===== src/rtl/regfile_seq_pkg.sv =====
// regfile_seq_pkg: opcodes, instruction field positions and sequencer states
package regfile_seq_pkg;
  typedef enum logic [3:0] {
    OP_ADD = 4'd0, OP_SUB = 4'd1, OP_AND = 4'd2, OP_OR = 4'd3,
    OP_XOR = 4'd4, OP_SHL = 4'd5, OP_SHR = 4'd6, OP_MOV = 4'd7,
    OP_LDI = 4'd8, OP_RSV9 = 4'd9, OP_RSV10 = 4'd10, OP_RSV11 = 4'd11,
    OP_RSV12 = 4'd12, OP_RSV13 = 4'd13, OP_RSV14 = 4'd14, OP_RSV15 = 4'd15
  } opcode_t;
  localparam int OP_LSB = 12;
  localparam int RD_LSB = 8;
  localparam int RS1_LSB = 4;
  localparam int RS2_LSB = 0;
  localparam int IMM_W = 8;
  typedef enum logic [1:0] {S_IDLE, S_EXEC, S_WB} state_t;
endpackage


===== src/rtl/regfile_seq_alu.sv =====
// regfile_alu: combinational ALU producing result, carry/borrow and write-back enable
module regfile_alu
  import regfile_seq_pkg::*;
#(
  parameter int DW = 16
) (
  input  logic [3:0]       op,
  input  logic [DW-1:0]    a,
  input  logic [DW-1:0]    b,
  input  logic [IMM_W-1:0] imm8,
  output logic [DW-1:0]    result,
  output logic             carry,
  output logic             writes_rd
);
  logic [DW:0] sum, diff;
  always_comb begin
    sum = {1'b0, a} + {1'b0, b};
    diff = {1'b0, a} - {1'b0, b};
    result = '0;
    carry = 1'b0;
    writes_rd = op <= 4'(OP_LDI);
    case (opcode_t'(op))
      OP_ADD: {carry, result} = sum;
      OP_SUB: {carry, result} = diff;
      OP_AND: result = a & b;
      OP_OR:  result = a | b;
      OP_XOR: result = a ^ b;
      OP_SHL: result = a << b[3:0];
      OP_SHR: result = a >> b[3:0];
      OP_MOV: result = a;
      OP_LDI: result = {{(DW-IMM_W){1'b0}}, imm8};
      default: result = '0;
    endcase
  end
endmodule


===== src/rtl/regfile_seq.sv =====
// regfile_seq: three-cycle fetch/execute/write-back sequencer driving a 2R1W register file
module regfile_seq
  import regfile_seq_pkg::*;
#(
  parameter int DW = 16,
  parameter int AW = 4
) (
  input  logic          clk,
  input  logic          rst,
  input  logic [15:0]   instr,
  input  logic          instr_valid,
  output logic          instr_ready,
  output logic [AW-1:0] raddr_a,
  output logic [AW-1:0] raddr_b,
  input  logic [DW-1:0] rdata_a,
  input  logic [DW-1:0] rdata_b,
  output logic          we,
  output logic [AW-1:0] waddr,
  output logic [DW-1:0] wdata,
  output logic          done,
  output logic          zero_flag,
  output logic          carry_flag
);
  state_t state_q, state_d;
  logic [15:0] instr_q, instr_d;
  logic [DW-1:0] res_q, res_d, alu_res;
  logic cy_q, cy_d, zero_q, zero_d, carry_q, carry_d;
  logic alu_cy, alu_wr, accept, commit;
  regfile_alu #(.DW(DW)) u_alu (
    .op       (instr_q[OP_LSB +: 4]),
    .a        (rdata_a),
    .b        (rdata_b),
    .imm8     (instr_q[IMM_W-1:0]),
    .result   (alu_res),
    .carry    (alu_cy),
    .writes_rd(alu_wr)
  );
  always_ff @(posedge clk or posedge rst) begin
    if (rst) begin
      state_q <= S_IDLE;
      instr_q <= '0;
      res_q <= '0;
      cy_q <= 1'b0;
      zero_q <= 1'b0;
      carry_q <= 1'b0;
    end else begin
      state_q <= state_d;
      instr_q <= instr_d;
      res_q <= res_d;
      cy_q <= cy_d;
      zero_q <= zero_d;
      carry_q <= carry_d;
    end
  end
  always_comb
    state_d = state_q == S_IDLE ? (instr_valid ? S_EXEC : S_IDLE) :
              state_q == S_EXEC ? S_WB : S_IDLE;
  assign accept = state_q == S_IDLE && instr_valid;
  assign commit = state_q == S_WB && alu_wr;
  always_comb begin
    instr_d = accept ? instr : instr_q;
    res_d = state_q == S_EXEC ? alu_res : res_q;
    cy_d = state_q == S_EXEC ? alu_cy : cy_q;
    zero_d = commit ? res_q == '0 : zero_q;
    carry_d = commit ? cy_q : carry_q;
  end
  assign instr_ready = state_q == S_IDLE;
  assign done = state_q == S_WB;
  assign we = commit;
  assign waddr = commit ? instr_q[RD_LSB +: AW] : '0;
  assign wdata = commit ? res_q : '0;
  assign raddr_a = instr_q[RS1_LSB +: AW];
  assign raddr_b = instr_q[RS2_LSB +: AW];
  assign zero_flag = zero_q;
  assign carry_flag = carry_q;
endmodule


===== config.mk =====
export PLATFORM = sky130hd
export DESIGN_NAME = regfile_seq
export DESIGN_NICKNAME = d
export VERILOG_FILES = /design/src/rtl/regfile_seq_pkg.sv /design/src/rtl/regfile_seq_alu.sv /design/src/rtl/regfile_seq.sv
export SDC_FILE = /design/constraint.sdc
export NUM_CORES = 1
export LEC_CHECK = 0
export CAP_MARGIN = 0
export CORE_AREA = 2 2 145 147
export DETAILED_ROUTE_END_ITERATION = 16
export DIE_AREA = 0 0 147 149
export PLACE_DENSITY = 0.6
export REMOVE_ABC_BUFFERS = 1
export SLEW_MARGIN = 20
export SYNTH_ARGS = -nofsm -noshare
export SYNTH_HDL_FRONTEND = slang
export SYNTH_SLANG_ARGS = --single-unit

===== constraint.sdc =====
create_clock -name clk -period 1.9 [get_ports clk]
set_input_delay 0.38 -clock clk [delete_from_list [all_inputs] [get_ports clk]]
set_output_delay 0.38 -clock clk [all_outputs]
set_load 0.03 [all_outputs]

Word-level counts from Yosys, hierarchy flattened
Index checks and enable logic that the tools add are counted.

operators by class
  add/subtract/negate cells = 2
  magnitude comparators = 1
  equality and inequality tests = 10
  shifts and indexed selects = 2
  muxes and demuxes = 7
  bitwise gates (word level) = 3
  reductions and logical operators = 5

operators by type and width
  operator              count
  $pmux W16 S9          1
  $add A16 B16 Y17      1
  $sub A16 B16 Y17      1
  $and A16 B16 Y16      1
  $eq A4 B3 Y1 const B  4
  $logic_not A16 Y1     1
  $mux W16              1
  $or A16 B16 Y16       1
  $shl A16 B4 Y16       1
  $shr A16 B4 Y16       1
  $xor A16 B16 Y16      1
  $eq A4 B2 Y1 const B  2
  $eq A4 B1 Y1 const B  1
  $eq A4 B4 Y1 const B  1
  $le A4 B4 Y1 const B  1
  $logic_not A4 Y1      1
  $mux W2               2
  $mux W4               1
  $eq A2 B1 Y1 const B  1
  $eq A2 B2 Y1 const B  1
  $logic_and A1 B1 Y1   2
  $logic_not A2 Y1      1
  $pmux W1 S2           1
  $mux W1               1

storage, ports and cells
  flip-flop bits (word level) = 37

Depth between registers and ports, before layout
Gate-level depths: netlist of run 1.

  depth in word-level cells = 3
  gate-level depth with buffers = 12
  gate-level depth less buffers = 11

Hierarchy
A second synthesis of run 1 with hierarchy kept.

unflattened totals
  cell total of the unflattened synthesis = 700
  area, all modules = 5646.7 um^2

modules (own cells, without submodules)
  module       times used  cells each  area each (um^2)
  regfile_alu  1           579         3965.1
  regfile_seq  1           121         1681.6

Worst setup path after synthesis of run 1
OpenSTA, ideal clock, no wires.

  kind = input to register
  start = in rdata_b[1]
  end = reg res_q[15]
  library setup time = 0.069 ns
  arrival time = 2.974 ns
  required time = 1.831 ns
  setup slack = -1.143 ns
  stages on the path = 12
  buffers on the path = 3
  path through = buf_2 buf_2 buf_2 inv_1 ha_1 nor2_1 o311ai_2 a211oi_2 a2111oi_4 o41ai_1 or4b_1 nand3_1

between the ends
  word-level cells in the longest chain between the ends = 2
  elaborated cells between the ends (all ways) = 5

RTL lines
  item                                            RTL line               text
  from (decl)                                     regfile_seq.sv:16      input logic [DW-1:0] rdata_b,
  $sub A16 B16 Y17, or another cell as far along  regfile_seq_alu.sv:18  diff = {1'b0, a} - {1'b0, b};
  $pmux W16 S9 (*)                                regfile_seq_alu.sv:22  case (opcode_t'(op))
  to (signal assigned)                            regfile_seq.sv:49      res_q <= res_d;
  to (decl)                                       regfile_seq.sv:26      logic [DW-1:0] res_q, res_d, alu_res;

Every way passes the cells marked *; elsewhere a longest branch is shown, timed or not.
A chain may end at the register's enable or synchronous reset.

Worst setup path after layout of run 1
  start = in rdata_b[0]
  end = reg res_q[8]

Same word-level chain as after synthesis.

==> results of run 1 <==
[stage by stage]
stage                     hold slack [ns]  setup TNS (ns)
after floorplan                    0.4637          -14.90
after global placement             0.4828          -25.37
after detailed placement           0.4893          -25.89
after CTS                          0.5041          -14.57
after global routing               0.5417          -16.45
final                              0.5031          -14.29
[worst min-delay path, stage by stage]
cell	delay [ns]
clkdlybuf4s50_1	0.40
inv_1	0.05
buf_4	0.39
[per-layer routing]
layer | share of wire (%) | vias up | track usage, %
met5 | 0 | - | 0
met4 | 3.3 | 0 | 6.923
met3 | 6.8 | 70 | 2.813
met2 | 49 | 327 | 41.60
met1 | 41 | 3415 | 29.30
li1 | - | 3283 | -
[registers in the layout, summed over array words and instances, names as in the netlist]
signal	count
zero_flag	1
instr_q	16
carry_flag	1
cy_q	1
res_q	16
state_q	2
[cell families (layout without fill, tap and decap cells)]
family,count (synthesis),count (layout),share of synthesized area (%)
XOR/XNOR,7,7,1.088
AO/OA/AOI/OAI,205,205,26.42
multiplexers,63,63,14.48
buffers and inverters,113,446,9.658
adder cells (fa/ha/maj),51,51,11.59
AND/OR/NAND/NOR,219,219,20.34
flip-flops,37,37,16.43
[area by class of cell]
type / count / area (µm²)
inverter: 50 / 200.2
clock inverter: 2 / 10.01
tap: 275 / 344.1
sequential: 37 / 929.6
timing repair buffer: 388 / 3455
multi-input combinational: 545 / 5488
fill: 1812 / 10000
clock buffer: 6 / 128.9
[worst paths after layout]
| check | from | to | slack (ns) | cells after the start |
|---|---|---|---|---|
| worst max register to register | instr_q[13] | res_q[12] | -0.45 | 9 |
| worst max-delay path | rdata_b[0] | res_q[8] | -0.54 | 9 |
| min in group clk | carry_flag | carry_flag | 0.51 | 1 |
| worst min register to register | carry_flag | carry_flag | 0.51 | 1 |
| worst min-delay path | rst | instr_q[14] | 0.50 | 3 |
| max in group asynchronous | rst | instr_q[15] | 1.05 | 3 |
[power by group through the flow]
stage               sequential (µW)  combinational (µW)  clock, µW
finish                         1300                5030        798
global route                   1340                5280        843
CTS                            1290                4610        808
detailed placement             1290                3630          0
global placement               1280                3610          0
floorplan                      1380                1600          0
[synthesized netlist by cell type, types with 4 or more instances]
master,count,share of area (%)
o221ai_1,6,0.93
dfrtp_1,37,16
a21o_1,4,0.53
a221oi_1,11,1.7
buf_6,5,1.0
nor4_1,13,1.4
buf_2,18,1.6
nand2_1,56,3.7
nand2b_1,6,0.67
o211ai_1,11,1.5
buf_4,11,1.5
nor3_1,15,1.3
inv_1,47,3.1
ha_1,49,11
o21bai_1,6,0.80
a21oi_1,40,3.6
o21ai_0,27,2.4
or3_1,4,0.44
xnor2_1,4,0.62
o21ai_1,11,0.98
and3_1,22,2.4
a22o_1,4,0.62
nand4_1,8,0.89
mux2i_1,26,4.6
o2111ai_1,4,0.62
a211oi_1,13,1.7
mux4_2,12,4.8
nand3_1,11,0.98
clkbuf_1,25,1.7
a31oi_1,5,0.56
or4_1,4,0.53
mux2_2,21,4.2
a221o_1,4,0.71
nor2_1,55,3.7
a22oi_1,12,1.6
[repair_timing]
item | in CTS | in global routing
gates resized for setup | 346 | 100
buffers inserted | 43 | 24
endpoints found under the setup margin | 41 | 40
gates cloned | 3 | 1
pin swaps | 84 | 70
==> flow_summary.yaml, run 1 <==
sta:
  period_share_pct: 128.5
  setup_viol: 40
  drv_slew: 0
  tightest_slew_ns: 0.8113
  finClkSkew_ns: 0.005673
  rsz0062_at_grt: "yes"
  max_freq_mhz: 409.5
  period_needed_ns: 2.442
  worst_slack_ns: -0.5420
  maxSlewHeadroom_pct: 45.34
  hold_viol_final: 0
power_and_ir_drop:
  switching_share_pct: 42.97
  vdd_drop_max_mv: 0.3097
  p_total_uw: 7127
  internal_power_uw: 4065
  power_density_nw_per_um2: 675.3
  p_clk_share_pct: 11.2
  combPwrFrac_pct: 70.6
  power_switching_uw: 3062
  p_leak_uw: 0.004612
  seqPwrFrac_pct: 18.2
cells_and_area:
  fin_area_um2: 10560
  utilization_pct: 51.35
  layout_commonest_cell: "buf_4"
  drive_gt1_share_pct: 57.98
  finalNetCount: 1129
  instances_no_fill: 1303
  synthToLayoutAreaGrowth_pct: 87.30
  diodes: 0
  final_cell_mix: "239 x buf_4, 79 x buf_6, 52 x nor2_1"
critical_path:
  cp_top_family: "compound AO/OA/AOI/OAI gates"
  worstSetupPathType: "primary input to flop"
  arrival_ns: 2.60
  crit_path_cell_trace: "buf_8 > ha_4 > fa_2 > a211o_1 > a21oi_2 > o21bai_2 > a221o_1 > a2111oi_4 > o21ai_1"
  path_max_fanout: 3
  cp_num_buf_inv: 1
  crit_slowest_cell: "a2111oi_4"
  end_kind: "flop"
  cpPeakStageDelay_ns: 0.45
  crit_path_start_kind: "primary input"
  worstPathRequired_ns: 2.06
die:
  initial_core_util_pct: 27.41
  die_x_um: 147
  row_count: 53
  fp.coreArea_um2: 20560
  die-area_um2: 21900
  ios: 84
  die_h_um: 149
min_path:
  hp-class: "primary input to asynchronous set/reset pin"
detailed_routing:
  drtIter0Drc: 590
  finalWirelength_mm: 26.59
  vias_per_cell: 5.445
  wl_per_cell_um: 20.41
  drc: 0
  ant_nets: 0
  vias: 7095
  dr.pass1.iters: 6
place:
  dp_cells: 1242
  place.gp.congestion: 0.9799
  io_buffers: 83
  post-dp-hpwl_mm: 19.18
  pre_cts_ws_ns: -1.706
  place_area_um2: 8335
global_routing:
  overflow: 0
  grtUsageTotal_pct: 23.20
  grt_pass1_wl_mm: 39.94
  antenna_found_initial: 0
  grt_pass1_vias: 7082
  grt_max_degree: 38
cts:
  cts_tree: "done"
  numCtsBuffers: 5
  clock_sinks: 37
  insertion_delay_ns: 0.28
  h-tree-depth: 2
  hold_buffers: 0
  path_clk_slew_ns: 0.06
  cts_buffer_depth: 2
  cts_root_buf: "clkbuf_16"
yosys:
  synth_enable_flop_cells: 0
  yosys.cell_types.count: 89
  syn_inst: 695
  ys_seq_area_share_pct: 16.43
  ys_ff_latch: 37
  async_flop_share_pct: 100.0
  synth.avg_cell_area_um2: 8.108
  yosys_most_used_dff: "dfrtp_1"
  netlist_area_um2: 5635
  yosysWarningCount: 0
status:
  violations: "negative setup slack"
  status: "finished, violations left"
run:
  drv_cap: 0
(Power assumes the default switching activity.)
==> run 2: changes to the inputs <==
Settings changed: CORE_AREA 2 2 145 147 to 2 2 130 164, DIE_AREA 0 0 147 149 to 0 0 132 166.
==> flow_summary.yaml, run 2 (synthesis results as in run 1) <==
status:
  status: "finished, violations left"
  violations: "negative setup slack"
die:
  initial_core_util_pct: 27.56
  row_count: 59
  die_x_um: 132
  die_h_um: 166
  die-area_um2: 21910
  ios: 84
  fp.coreArea_um2: 20450
place:
  io_buffers: 83
  place.gp.congestion: 0.9690
  dp_cells: 1229
  post-dp-hpwl_mm: 19.67
  pre_cts_ws_ns: -1.462
detailed_routing:
  dr.pass1.iters: 5
  drc: 0
  wl_per_cell_um: 20.85
  drtIter0Drc: 449
  finalWirelength_mm: 27.03
  vias: 7172
  ant_nets: 0
  vias_per_cell: 5.534
sta:
  hold_viol_final: 0
  maxSlewHeadroom_pct: 52.89
  max_freq_mhz: 414.0
  setup_viol: 38
  period_needed_ns: 2.416
  rsz0062_at_grt: "yes"
  finClkSkew_ns: 0.009312
  period_share_pct: 127.1
  worst_slack_ns: -0.5157
  tightest_slew_ns: 0.6993
  drv_slew: 0
critical_path:
  crit_slowest_cell: "or4b_1"
  ff2ff_setup_slack_ns: -0.37
  startpoint: "rdata_b[1]"
  reg2regPathDepth: 8
  worstPathRequired_ns: 2.12
  cpPeakStageDelay_ns: 0.51
  crit_path_cell_trace: "buf_12 > inv_8 > ha_4 > nor2_4 > o311ai_4 > a211oi_4 > a2111oi_4 > buf_4 > o41ai_4 > or4b_1 > nand3_1"
  cp_num_buf_inv: 3
  worstSetupPathType: "primary input to flop"
  path_max_fanout: 5
  crit_end: "res_q[15]"
  r2r-end: "res_q[14]"
  end_kind: "flop"
  crit_path_start_kind: "primary input"
  cp_top_family: "compound AO/OA/AOI/OAI gates"
  arrival_ns: 2.63
  worst_r2r_startpoint: "instr_q[14]"
  cp.depth: 11
global_routing:
  grtUsageTotal_pct: 23.70
  grt_pass1_wl_mm: 41.10
  overflow: 0
  grt_pass1_vias: 7407
  antenna_found_initial: 0
  grt_max_degree: 39
cts:
  numCtsBuffers: 5
  clock_sinks: 37
  h-tree-depth: 2
  cts_root_buf: "clkbuf_16"
  cts_buffer_depth: 2
  cts_tree: "done"
  insertion_delay_ns: 0.29
  path_clk_slew_ns: 0.06
min_path:
  hp-class: "primary input to asynchronous set/reset pin"
cells_and_area:
  layout_commonest_cell: "buf_4"
  instances_no_fill: 1296
  drive_gt1_share_pct: 58.02
  utilization_pct: 51.10
  final_cell_mix: "240 x buf_4, 72 x buf_6, 49 x nand2_1"
  diodes: 0
  finalNetCount: 1123
  synthToLayoutAreaGrowth_pct: 85.43
  largest_registers: "instr_q: 16 flops, res_q: 16 flops, state_q: 2 flops"
  fillCellCount: 1855
power_and_ir_drop:
  vdd_drop_max_mv: 0.4151
  p_total_uw: 7101
  power_density_nw_per_um2: 679.5
  p_leak_uw: 0.004561
run:
  drv_cap: 0
[run 2: cell types whose count changed in the layout (fill, tap and decap cells not counted), sizes merged]
| cell | delta |
|---|---|
| buf | -6 |
| bufbuf | +1 |
| clkbuf | -3 |
| clkdlybuf4s15 | +2 |
| clkdlybuf4s50 | -1 |
| clkinv | -1 |
| clkinvlp | +1 |
| inv | +1 |
[run 2: tightest hold or removal path: cells and delay by family]
kind / cells / cell delay (ns)
buffers and inverters: 3 / 0.85
[run 2: layout make-up]
class                           instances  area (µm²)  share of cell area [%]
Timing Repair Buffer                  382        3372                   32.27
Multi-Input combinational cell        545        5439                   52.05
Sequential cell                        37       930.9                   8.908
Tap cell                              274       342.8                   3.281
Clock inverter                          3       25.02                  0.2395
Clock buffer                            5       125.1                   1.197
Inverter                               50       215.2                   2.059
[run 2: metal layers]
layer / up-vias / routed length [µm] / track usage (%)
li1: 3263 / - / -
met5: - / 0 / 0
met4: 0 / 2041 / 14.84
met1: 3428 / 10040 / 27.32
met2: 350 / 13150 / 41.49
met3: 131 / 1805 / 2.808
[run 2: timing repair]
action / CTS / global route
buffers inserted: 46 / 22
setup endpoints to repair: 41 / 39
hold buffers: 0 / 0
pin swaps: 83 / 67
gates cloned: 5 / 0
hold endpoints to repair: 0 / 0
gates resized for setup: 342 / 103
[run 2: how the worst min path moves through the flow]
stage / slack [ns] / start / cells after the start / to
floorplan: 0.46 / res_q[7] / 2 / res_q[7]
global placement: 0.48 / instr_q[10] / 1 / instr_q[10]
detailed placement: 0.49 / instr_q[10] / 1 / instr_q[10]
CTS: 0.51 / res_q[0] / 2 / res_q[0]
global route: 0.54 / cy_q / 1 / carry_flag
finish: 0.50 / rst / 3 / instr_q[0]
[run 2: through the flow]
stage	area (µm²)	hold slack [ns]	setup TNS, ns
2_1_floorplan	5279	0.4637	-14.90
3_3_place_gp	8244	0.4803	-21.28
3_5_place_dp	8244	0.4918	-22.72
4_1_cts	9988	0.5066	-12.17
5_1_grt	10450	0.5351	-13.04
6_report	10450	0.4978	-11.08
[run 2: power breakdown]
group	leakage (µW)	internal (µW)	switching, µW
Clock	0.0000704	492	344
Sequential	0.000462	1050	265
Combinational	0.00403	2500	2450
==> run 3: changes to the inputs <==
Settings changed: CORE_AREA 2 2 130 164 to 2 2 173 124, DIE_AREA 0 0 132 166 to 0 0 175 126.
==> flow_summary.yaml, run 3 (synthesis results as in run 1) <==
status:
  status: "finished, violations left"
  violations: "negative setup slack"
critical_path:
  path_max_fanout: 6
  arrival_ns: 2.73
  cpPeakStageDelay_ns: 0.54
  worstPathRequired_ns: 2.06
  cp_top_family: "compound AO/OA/AOI/OAI gates"
  crit_path_start_kind: "flop"
  crit_slowest_cell: "a2111oi_2"
  cp_num_buf_inv: 2
  crit_path_cell_trace: "nor4b_4 > buf_12 > buf_12 > a22oi_2 > o211ai_1 > a2111oi_2 > o21ai_1 > a211oi_2 > o21ai_1"
  worstSetupPathType: "flop to flop"
  end_kind: "flop"
cts:
  clock_sinks: 37
  hold_buffers: 0
  insertion_delay_ns: 0.29
  cts_root_buf: "clkbuf_16"
  numCtsBuffers: 5
  cts_buffer_depth: 2
  h-tree-depth: 2
  path_clk_slew_ns: 0.06
  cts_tree: "done"
power_and_ir_drop:
  p_total_uw: 7179
  power_density_nw_per_um2: 694.2
  vdd_drop_max_mv: 0.6213
  p_leak_uw: 0.004543
detailed_routing:
  drc: 0
  vias_per_cell: 5.585
  finalWirelength_mm: 27.09
  vias: 7283
  dr.pass1.iters: 6
  ant_nets: 0
  drtIter0Drc: 802
  wl_per_cell_um: 20.77
sta:
  maxSlewHeadroom_pct: 60.26
  tightest_slew_ns: 0.5935
  setup_viol: 39
  totalNegativeSetupSlack_ns: -15.57
  drv_slew: 0
  rsz0062_at_grt: "yes"
  period_needed_ns: 2.573
  finClkSkew_ns: 0.009847
  max_freq_mhz: 388.6
  period_share_pct: 135.4
  hold_viol_final: 0
  worst_slack_ns: -0.6732
cells_and_area:
  synthToLayoutAreaGrowth_pct: 83.50
  drive_gt1_share_pct: 54.57
  diodes: 0
  largest_registers: "instr_q: 16 flops, res_q: 16 flops, state_q: 2 flops"
  finalNetCount: 1130
  instances_no_fill: 1304
  utilization_pct: 50.63
  layout_commonest_cell: "buf_4"
  final_cell_mix: "255 x buf_4, 60 x buf_6, 52 x nor2_1, 52 x nand2_1"
die:
  ios: 84
  initial_core_util_pct: 27.59
  fp.coreArea_um2: 20420
  die-area_um2: 22050
  die_x_um: 175
  die_h_um: 126
  row_count: 44
min_path:
  hp-class: "flop to flop"
global_routing:
  grt_pass1_wl_mm: 40.16
  antenna_found_initial: 0
  overflow: 0
  grtUsageTotal_pct: 23.16
  grt_max_degree: 38
  grt_pass1_vias: 6909
place:
  place.gp.congestion: 0.9865
  post-dp-hpwl_mm: 19.97
  dp_cells: 1237
  io_buffers: 83
run:
  drv_cap: 0
-- run 3: cell count changes in the layout (fill, tap and decap cells not counted), moves of 4 or more --
cell,delta
ha_4,-4
buf_2,-4
a21oi_2,-4
buf_12,+4
buf_6,-12
nor2_1,+5
o21ai_0,+4
inv_1,+5
ha_2,+4
buf_4,+15
o21ai_2,-4
-- run 3: per-layer routing --
layer	track usage [%]	vias up	part of all wire [%]	wire, µm
met5	0	-	0	0
met4	3.971	0	1.8	479
met3	5.223	60	11	3025
met2	33.99	437	42	11310
met1	34.78	3507	45	12270
li1	-	3279	-	-
-- run 3: path summary, 6_finish.rpt --
path / startpoint / cells past startpoint / slack, ns / end
worst min-delay path: instr_q[9] / 1 / 0.51 / instr_q[9]
worst max register to register: instr_q[13] / 9 / -0.67 / res_q[5]
max in group asynchronous: rst / 3 / 0.99 / instr_q[14]
worst min register to register: instr_q[9] / 1 / 0.51 / instr_q[9]
min in group asynchronous: rst / 3 / 0.53 / instr_q[11]
worst max-delay path: instr_q[13] / 9 / -0.67 / res_q[5]
-- run 3: power breakdown --
part / switching [µW] / total, µW / internal, µW / leakage (µW)
sequential: 283 / 1330 / 1050 / 0.000462
combinational: 2460 / 4970 / 2510 / 0.00401
clock: 355 / 871 / 516 / 0.0000690
-- run 3: repair_timing --
| item | CTS | global route |
|---|---|---|
| endpoints found under the setup margin | 41 | 39 |
| hold endpoints to repair | 0 | 0 |
| resized for setup | 259 | 116 |
| cloned | 1 | 0 |
| pin swaps | 61 | 65 |
| buffers inserted | 38 | 28 |
-- run 3: area by class of cell --
| class | count | area [µm²] |
|---|---|---|
| Sequential cell | 37 | 930.9 |
| Multi-Input combinational cell | 545 | 5271 |
| Fill cell | 1867 | 10080 |
| Inverter | 50 | 200.2 |
| Tap cell | 276 | 345.3 |
| Clock inverter | 1 | 7.507 |
| Clock buffer | 6 | 138.9 |
| Timing Repair Buffer | 389 | 3447 |
-- run 3: metrics by stage --
stage                     hold slack (ns)  setup slack (ns)  area [µm²]
after floorplan                    0.4637           -0.8815        5279
after global placement             0.4796            -1.698        8342
after detailed placement           0.4869            -1.656        8342
after CTS                          0.5006           -0.4932        9594
after global routing               0.5290           -0.5831       10340
final                              0.5101           -0.6732       10340
